### config.mk
export PLATFORM = sky130hd
export DESIGN_NAME = demux1to4_buf
export DESIGN_NICKNAME = d
export VERILOG_FILES = /design/src/rtl/demux1to4_buf.sv
export SDC_FILE = /design/constraint.sdc
export NUM_CORES = 1
export LEC_CHECK = 0
export CORE_MARGIN = 8
export CORE_UTILIZATION = 48
export CTS_BUF_LIST = sky130_fd_sc_hd__clkbuf_16
export DETAILED_ROUTE_END_ITERATION = 8
export GPL_TIMING_DRIVEN = 0
export PLACE_DENSITY = 0.85
export SLEW_MARGIN = 20
export SYNTH_ARGS = -nofsm -noshare
export SYNTH_HDL_FRONTEND = slang
export SYNTH_SLANG_ARGS = --single-unit
export TNS_END_PERCENT = 20
### constraint.sdc
create_clock -name clk -period 10.55 [get_ports clk]
set_input_delay 3.165 -clock clk [delete_from_list [all_inputs] [get_ports clk]]
set_output_delay 3.165 -clock clk [all_outputs]
set_load 0.05 [all_outputs]
### src/rtl/demux1to4_buf.sv
// One-to-four demultiplexer with a one-entry registered slot per output channel.
// Each slot uses a valid/ready handshake, so a full slot can be refilled in the cycle it drains.
module demux1to4_buf #(
    parameter int WIDTH = 32
) (
    input  logic             clk,
    input  logic             rst,
    input  logic             in_valid,
    output logic             in_ready,
    input  logic [1:0]       in_sel,
    input  logic [WIDTH-1:0] in_data,
    output logic [3:0]       out_valid,
    input  logic [3:0]       out_ready,
    output logic [WIDTH-1:0] out_data0,
    output logic [WIDTH-1:0] out_data1,
    output logic [WIDTH-1:0] out_data2,
    output logic [WIDTH-1:0] out_data3,
    output logic             busy
);

    logic [3:0]            full;
    logic [3:0][WIDTH-1:0] data;
    logic [3:0]            push;
    logic [3:0]            pop;

    // in_ready looks only at the selected slot, so a stall on one channel blocks the input.
    always_comb begin
        push     = 4'b0000;
        in_ready = ~full[in_sel] | out_ready[in_sel];
        if (in_valid && in_ready) begin
            push[in_sel] = 1'b1;
        end
        pop = full & out_ready;
    end

    always_ff @(posedge clk or posedge rst) begin
        if (rst) begin
            full <= 4'b0000;
            data <= '0;
        end else begin
            for (int k = 0; k < 4; k++) begin
                if (push[k]) begin
                    full[k] <= 1'b1;
                    data[k] <= in_data;
                end else if (pop[k]) begin
                    full[k] <= 1'b0;
                end
            end
        end
    end

    assign out_valid = full;
    assign out_data0 = data[0];
    assign out_data1 = data[1];
    assign out_data2 = data[2];
    assign out_data3 = data[3];
    assign busy      = |full;

endmodule
==> run_results.csv, run 1 <==
group,metric,value,unit
grt,grt_pass1_vias,3710,
yosys,ys_top_cells_by_area,"dfrtp_1, mux2_2, buf_6",
final_layout,fillCellCount,641,
final_layout,syn2layout_area_growth,51.0,%
worst_setup_path,r2r_slack,8800,ps
cts,worstSkewPairLatency,400,ps
worst_setup_path,path_cells,"clkdlybuf4s50_1 -> nand2b_1 -> mux4_2 -> clkdlybuf4s50_1",
cts,ctsResizeCount,0,
worst_setup_path,crit_start,"out_ready[0]",
placement,dp_worst_setup_slack,2420,ps
cts,cts_num_sinks,132,
grt,antenna_found_initial,0,
yosys,syn_avg_cell_area,17.0,sq um
cts,htree_levels,4,
worst_setup_path,r2r-end,"out_data1[23]",
cts,clk_pin_slew,60,ps
yosys,synthCells,293,
cts,post_cts_buffers,0,
timing,worst_pin_slew,549,ps
route,drt_iter0_markers,133,
route,first_pass_iters,4,
power_and_ir_drop,p_total,2.03,mW
worst_setup_path,crit_path_start_kind,"primary input",
placement,place.port_buffers,174,
power_and_ir_drop,pwr-share-seq,0.330,
worst_setup_path,critical_path_depth,4,
final_layout,multi_input_area,1570,sq um
worst_setup_path,arrival,4960,ps
run_status,outcome,"completed",
worst_setup_path,slowest_stage,"clkdlybuf4s50_1",
power_and_ir_drop,power.switching,0.758,mW
power_and_ir_drop,power_density,270,nW/um^2
yosys,yosysTopAreaCellShare,0.663,
power_and_ir_drop,p_int,1.27,mW
final_layout,postLayoutCellArea,7520,sq um
worst_setup_path,cp_common_cell,"clkdlybuf4s50_1",
worst_setup_path,reg2regPathDepth,4,
grt,grt_max_degree,75,
route,wirelength,13000,um
timing,fmax,123,MHz
cts,numCtsBuffers,17,
timing,rsz0062_at_grt,"false",
grt,grt_use_total,0.193,
die,fp.dieW,118,um
cts,hold_buffers,0,
die,core,10200,sq um
final_layout,instances_no_fill,635,
die,num_io_pins,175,
worst_setup_path,worst_ep_required_time,7390,ps
timing,finalMaxSlewViolations,0,
cts,cts-root-buf,"clkbuf_16",
placement,hpwl,9430,um
power_and_ir_drop,switching_share,0.373,
timing,whs,497,ps
timing,post-route-min-period,8120,ps
power_and_ir_drop,vdd_drop_max,149,uV
timing,tns,0,ps
yosys,yosysSeqAreaShare,0.663,
die,die_area,13900,sq um
timing,hold_viol,0,
timing,period_share,0.770,
yosys,async_flop_share,1.00,
yosys,synth-main-ff-cell,"dfrtp_1",
yosys,synth_commonest_cells,"dfrtp_1, mux2_2, buf_4, nand2_1",
yosys,ys_seq_elements,132,
placement,gp_congestion,0.741,
route,wl_met3,1450,um
die,die_h,118,um
worst_setup_path,cp-end-kind,"primary output",
grt,gr-total-overflow,0,
route,routedWlPerCell,20.5,um
route,drt-met1-wl,5160,um
cts,cts_buffer_depth,2,
worst_setup_path,critical-path-top-delay-family,"buffers and inverters",
worst_hold_path,min_path_cells,1,
yosys,ys_warn_count,0,
final_layout,utilization,0.739,
cts,cts_tree,"built",
final_layout,layout-drive-gt1-share,0.339,
route,vias,3224,
power_and_ir_drop,clock_power_share,0.292,
worst_setup_path,crit_buf_inv,2,
route,vias_per_cell,5.08,
yosys,synth_most_common_cell,"dfrtp_1",
worst_setup_path,reg2reg_from,"out_valid[1]",
yosys,synth_top_cell_by_area,"dfrtp_1",
yosys,ys_types,18,
final_layout,antenna_cells,0,
route,drcViolationCount,0,
flow_run,cap_violations,0,
route,ant_nets,0,
worst_setup_path,endpoint,"in_ready",
worst_setup_path,crit_type,"primary input to primary output",
yosys,synth_edf_count,0,
placement,dp_cells,604,
die,rows,37,
die,start_util,0.489,
timing,setup_viol,0,
worst_hold_path,hold_class,"register to register",
placement,place_area,6930,sq um
power_and_ir_drop,p_leak,3.19,nW
final_layout,final_nets,528,
yosys,syn_nets,334,
yosys,synth.cell_area,4980,sq um
power_and_ir_drop,pwr-share-comb,0.378,
route,wl_met2,6300,um
route,highest_layer,"met4",
worst_setup_path,cp_max_fo,3,
timing,setup_ws,2430,ps
worst_setup_path,max_stage_delay,720,ps
final_layout,seqCellArea,3300,sq um
timing,worst_clock_skew,4.51,ps
timing,slew_headroom,0.633,
grt,grt_first_pass_wirelength,21100,um
cell type report:
| type | instances | share of cell area |
|---|---|---|
| Clock inverter | 14 | 0.0226 |
| Clock buffer | 17 | 0.0566 |
| Inverter | 1 | 0.00116 |
| Timing Repair Buffer | 175 | 0.235 |
| Buffer | 14 | 0.0143 |
| Tap cell | 136 | 0.0226 |
| Multi-Input combinational cell | 146 | 0.208 |
| Sequential cell | 132 | 0.439 |
per-layer routing:
| metal | global-route usage | vias up |
|---|---|---|
| li1 | - | 1421 |
| met5 | 0 | - |
| met1 | 0.222 | 1658 |
| met2 | 0.302 | 135 |
| met4 | 0.0584 | 0 |
| met3 | 0.105 | 10 |
logic make-up after synthesis:
family                 Yosys count  synth area share
AO/OA/AOI/OAI                    1           0.00100
buffers and inverters           15            0.0223
flip-flops                     132             0.663
multiplexers                   129             0.294
AND/OR/NAND/NOR                 16            0.0198
placed cells by master (no fill, tap or decap), types with 2 or more instances in the layout:
| cell type | count |
|---|---|
| bufinv_16 | 4 |
| nand2b_1 | 4 |
| buf_6 | 4 |
| clkdlybuf4s50_1 | 174 |
| mux2_1 | 4 |
| clkinv_2 | 3 |
| buf_2 | 4 |
| dfrtp_1 | 132 |
| clkinv_1 | 3 |
| inv_1 | 2 |
| nor2b_1 | 2 |
| clkbuf_16 | 17 |
| mux2_2 | 124 |
| buf_4 | 5 |
| nand2_1 | 5 |
worst min path at each step:
stage / end / slack [ps] / startpoint
final: out_data3[23] / 500 / out_data3[23]
after global routing: out_data3[23] / 520 / out_data3[23]
after CTS: out_data3[23] / 500 / out_data3[23]
after detailed placement: out_data3[23] / 490 / out_data3[23]
after global placement: out_data3[23] / 470 / out_data3[23]
after floorplan: out_valid[2] / 810 / out_valid[2]
power by group through the flow:
stage / clock [mW] / sequential, mW / combinational, mW
after floorplan: 0 / 1.04 / 0.116
after global placement: 0 / 0.670 / 0.761
after detailed placement: 0 / 0.678 / 0.771
after CTS: 0.602 / 0.671 / 0.775
after global routing: 0.626 / 0.684 / 0.795
final: 0.592 / 0.671 / 0.766
worst register-to-register path: cells and delay by family (launching register included):
| family | cells | cell delay [ps] |
|---|---|---|
| simple gates | 2 | 560 |
| buf+inv | 1 | 300 |
| mux | 1 | 360 |
| flops | 1 | 400 |
state kept, by name, indices dropped and copies added (netlist names):
register / count
out_data3: 32
out_data0: 32
out_valid: 4
out_data2: 32
out_data1: 32
No activity file was read; power rests on OpenSTA's default activity.
==> inputs of run 2 (changes only) <==
- CORE_UTILIZATION: 48 -> 41
- PLACE_DENSITY: 0.85 -> 0.77
- clock period: 10.55 -> 7.4 ns (I/O delays scaled with it)
==> run 2 against run 1 <==
Flip-flop and latch count did not move. Via count fell by 1.1%. Global-route usage fell by 2.5 points.
==> run_results.csv, run 2 (synthesized netlist as in run 1, its figures left out) <==
group,metric,value,unit
run_status,outcome,"completed",
final_layout,syn2layout_area_growth,49.9,%
die,rows,40,
flow_run,cap_violations,0,
timing,period_share,0.844,
timing,hold_viol,0,
timing,setup_ws,1160,ps
grt,antenna_found_initial,0,
power_and_ir_drop,vdd_drop_max,259,uV
route,drcViolationCount,0,
placement,place.port_buffers,174,
timing,finalMaxSlewViolations,0,
grt,grt_max_degree,77,
worst_setup_path,cp_max_fo,3,
worst_setup_path,worst_ep_required_time,5180,ps
timing,rsz0062_at_grt,"false",
cts,hold_buffers,0,
cts,cts_num_sinks,132,
timing,worst_clock_skew,6.18,ps
route,drt_iter0_markers,204,
placement,dp_cells,615,
worst_setup_path,crit_type,"primary input to primary output",
worst_setup_path,crit_path_start_kind,"primary input",
timing,fmax,160,MHz
worst_hold_path,hold_class,"register to register",
placement,place_area,6940,sq um
worst_setup_path,cp-end-kind,"primary output",
final_layout,final_nets,528,
timing,tns,0,ps
final_layout,antenna_cells,0,
die,fp.dieW,126,um
placement,gp_congestion,0.730,
timing,worst_pin_slew,560,ps
final_layout,final_cell_mix,"clkdlybuf4s50_1, dfrtp_1, mux2_2",
cts,ctsResizeCount,0,
die,die_h,126,um
worst_setup_path,arrival,4020,ps
cts,post_cts_buffers,0,
power_and_ir_drop,p_total,2.80,mW
final_layout,layout-drive-gt1-share,0.332,
route,first_pass_iters,4,
cts,worstSkewPairLatency,420,ps
die,die_area,15900,sq um
grt,grt_first_pass_wirelength,20500,um
grt,gr-total-overflow,0,
final_layout,instances_no_fill,644,
cts,cts_buffer_depth,2,
final_layout,postLayoutCellArea,7470,sq um
power_and_ir_drop,power_density,375,nW/um^2
route,routedWlPerCell,20.0,um
die,start_util,0.417,
power_and_ir_drop,p_leak,3.16,nW
die,num_io_pins,175,
grt,grt_use_total,0.168,
timing,slew_headroom,0.625,
route,wirelength,12900,um
route,vias,3190,
cts,clk_pin_slew,50,ps
timing,setup_viol,0,
cts,htree_levels,4,
placement,hpwl,9480,um
route,ant_nets,0,
final_layout,layout_commonest_cell,"clkdlybuf4s50_1",
timing,post-route-min-period,6240,ps
cts,cts_tree,"built",
cts,cts-root-buf,"clkbuf_16",
grt,grt_pass1_vias,3572,
placement,dp_worst_setup_slack,1160,ps
die,core,12000,sq um
route,vias_per_cell,4.95,
cts,numCtsBuffers,17,
final_layout,fillCellCount,893,
==> run 2: per-stage QoR <==
step,util,hold slack [ps]
finish,0.624,491
global route,0.624,513
CTS,0.624,494
detailed placement,0.580,483
global placement,0.578,467
floorplan,-,807
==> run 2: worst paths after layout <==
| path | start | end | slack, ps | depth (start not counted) |
|---|---|---|---|---|
| worst min register to register | out_data1[0] | out_data1[0] | 490 | 1 |
| worst min-delay path | out_data1[0] | out_data1[0] | 490 | 1 |
| min in group asynchronous | rst | out_data1[21] | 2220 | 2 |
| worst max-delay path | out_ready[0] | in_ready | 1160 | 4 |
| max in group asynchronous | rst | out_data2[8] | 4490 | 3 |
| worst max register to register | out_valid[1] | out_data1[12] | 5720 | 4 |
==> run 2: worst max-delay path, stage by stage <==
cell and delay [ps]:
clkdlybuf4s50_1 410, nand2b_1 200, mux4_2 480, clkdlybuf4s50_1 720
==> run 2: final cells by class <==
cell class	count	area [sq um]	area share
Multi-Input combinational cell	146	1570	0.210
Inverter	1	11.3	0.00151
Clock inverter	12	101	0.0136
Clock buffer	17	425	0.0570
Buffer	14	108	0.0144
Tap cell	147	184	0.0246
Sequential cell	132	3300	0.442
Timing Repair Buffer	175	1770	0.237
==> run 2: power by group <==
| group | total, mW | switching, mW | internal (mW) | leakage, nW |
|---|---|---|---|---|
| registers | 0.955 | 0.0818 | 0.873 | 1.57 |
| logic | 1.09 | 0.704 | 0.386 | 1.32 |
| clock network | 0.758 | 0.280 | 0.478 | 0.272 |
==> run 2: layer usage <==
metal,wire [um],vias to the layer above,track usage
met1,5130,1627,0.184
met4,216,0,0.0743
met2,6250,120,0.272
met5,0,-,0
li1,-,1427,-
met3,1260,16,0.0806
==> inputs of run 3 (changes only) <==
- clock period: 7.4 -> 5.5 ns (I/O delays scaled with it)
==> results of run 3 <==
The final DEF is identical to that of run 2. Status: completed.
Main changes from that run: setup slack after placement 1160 ps -> 403 ps; setup slack after layout 1160 ps -> 396 ps; register-to-register setup slack 5720 ps -> 3820 ps; total power 2.80 mW -> 3.77 mW; worst IR drop on VDD 259 uV -> 348 uV
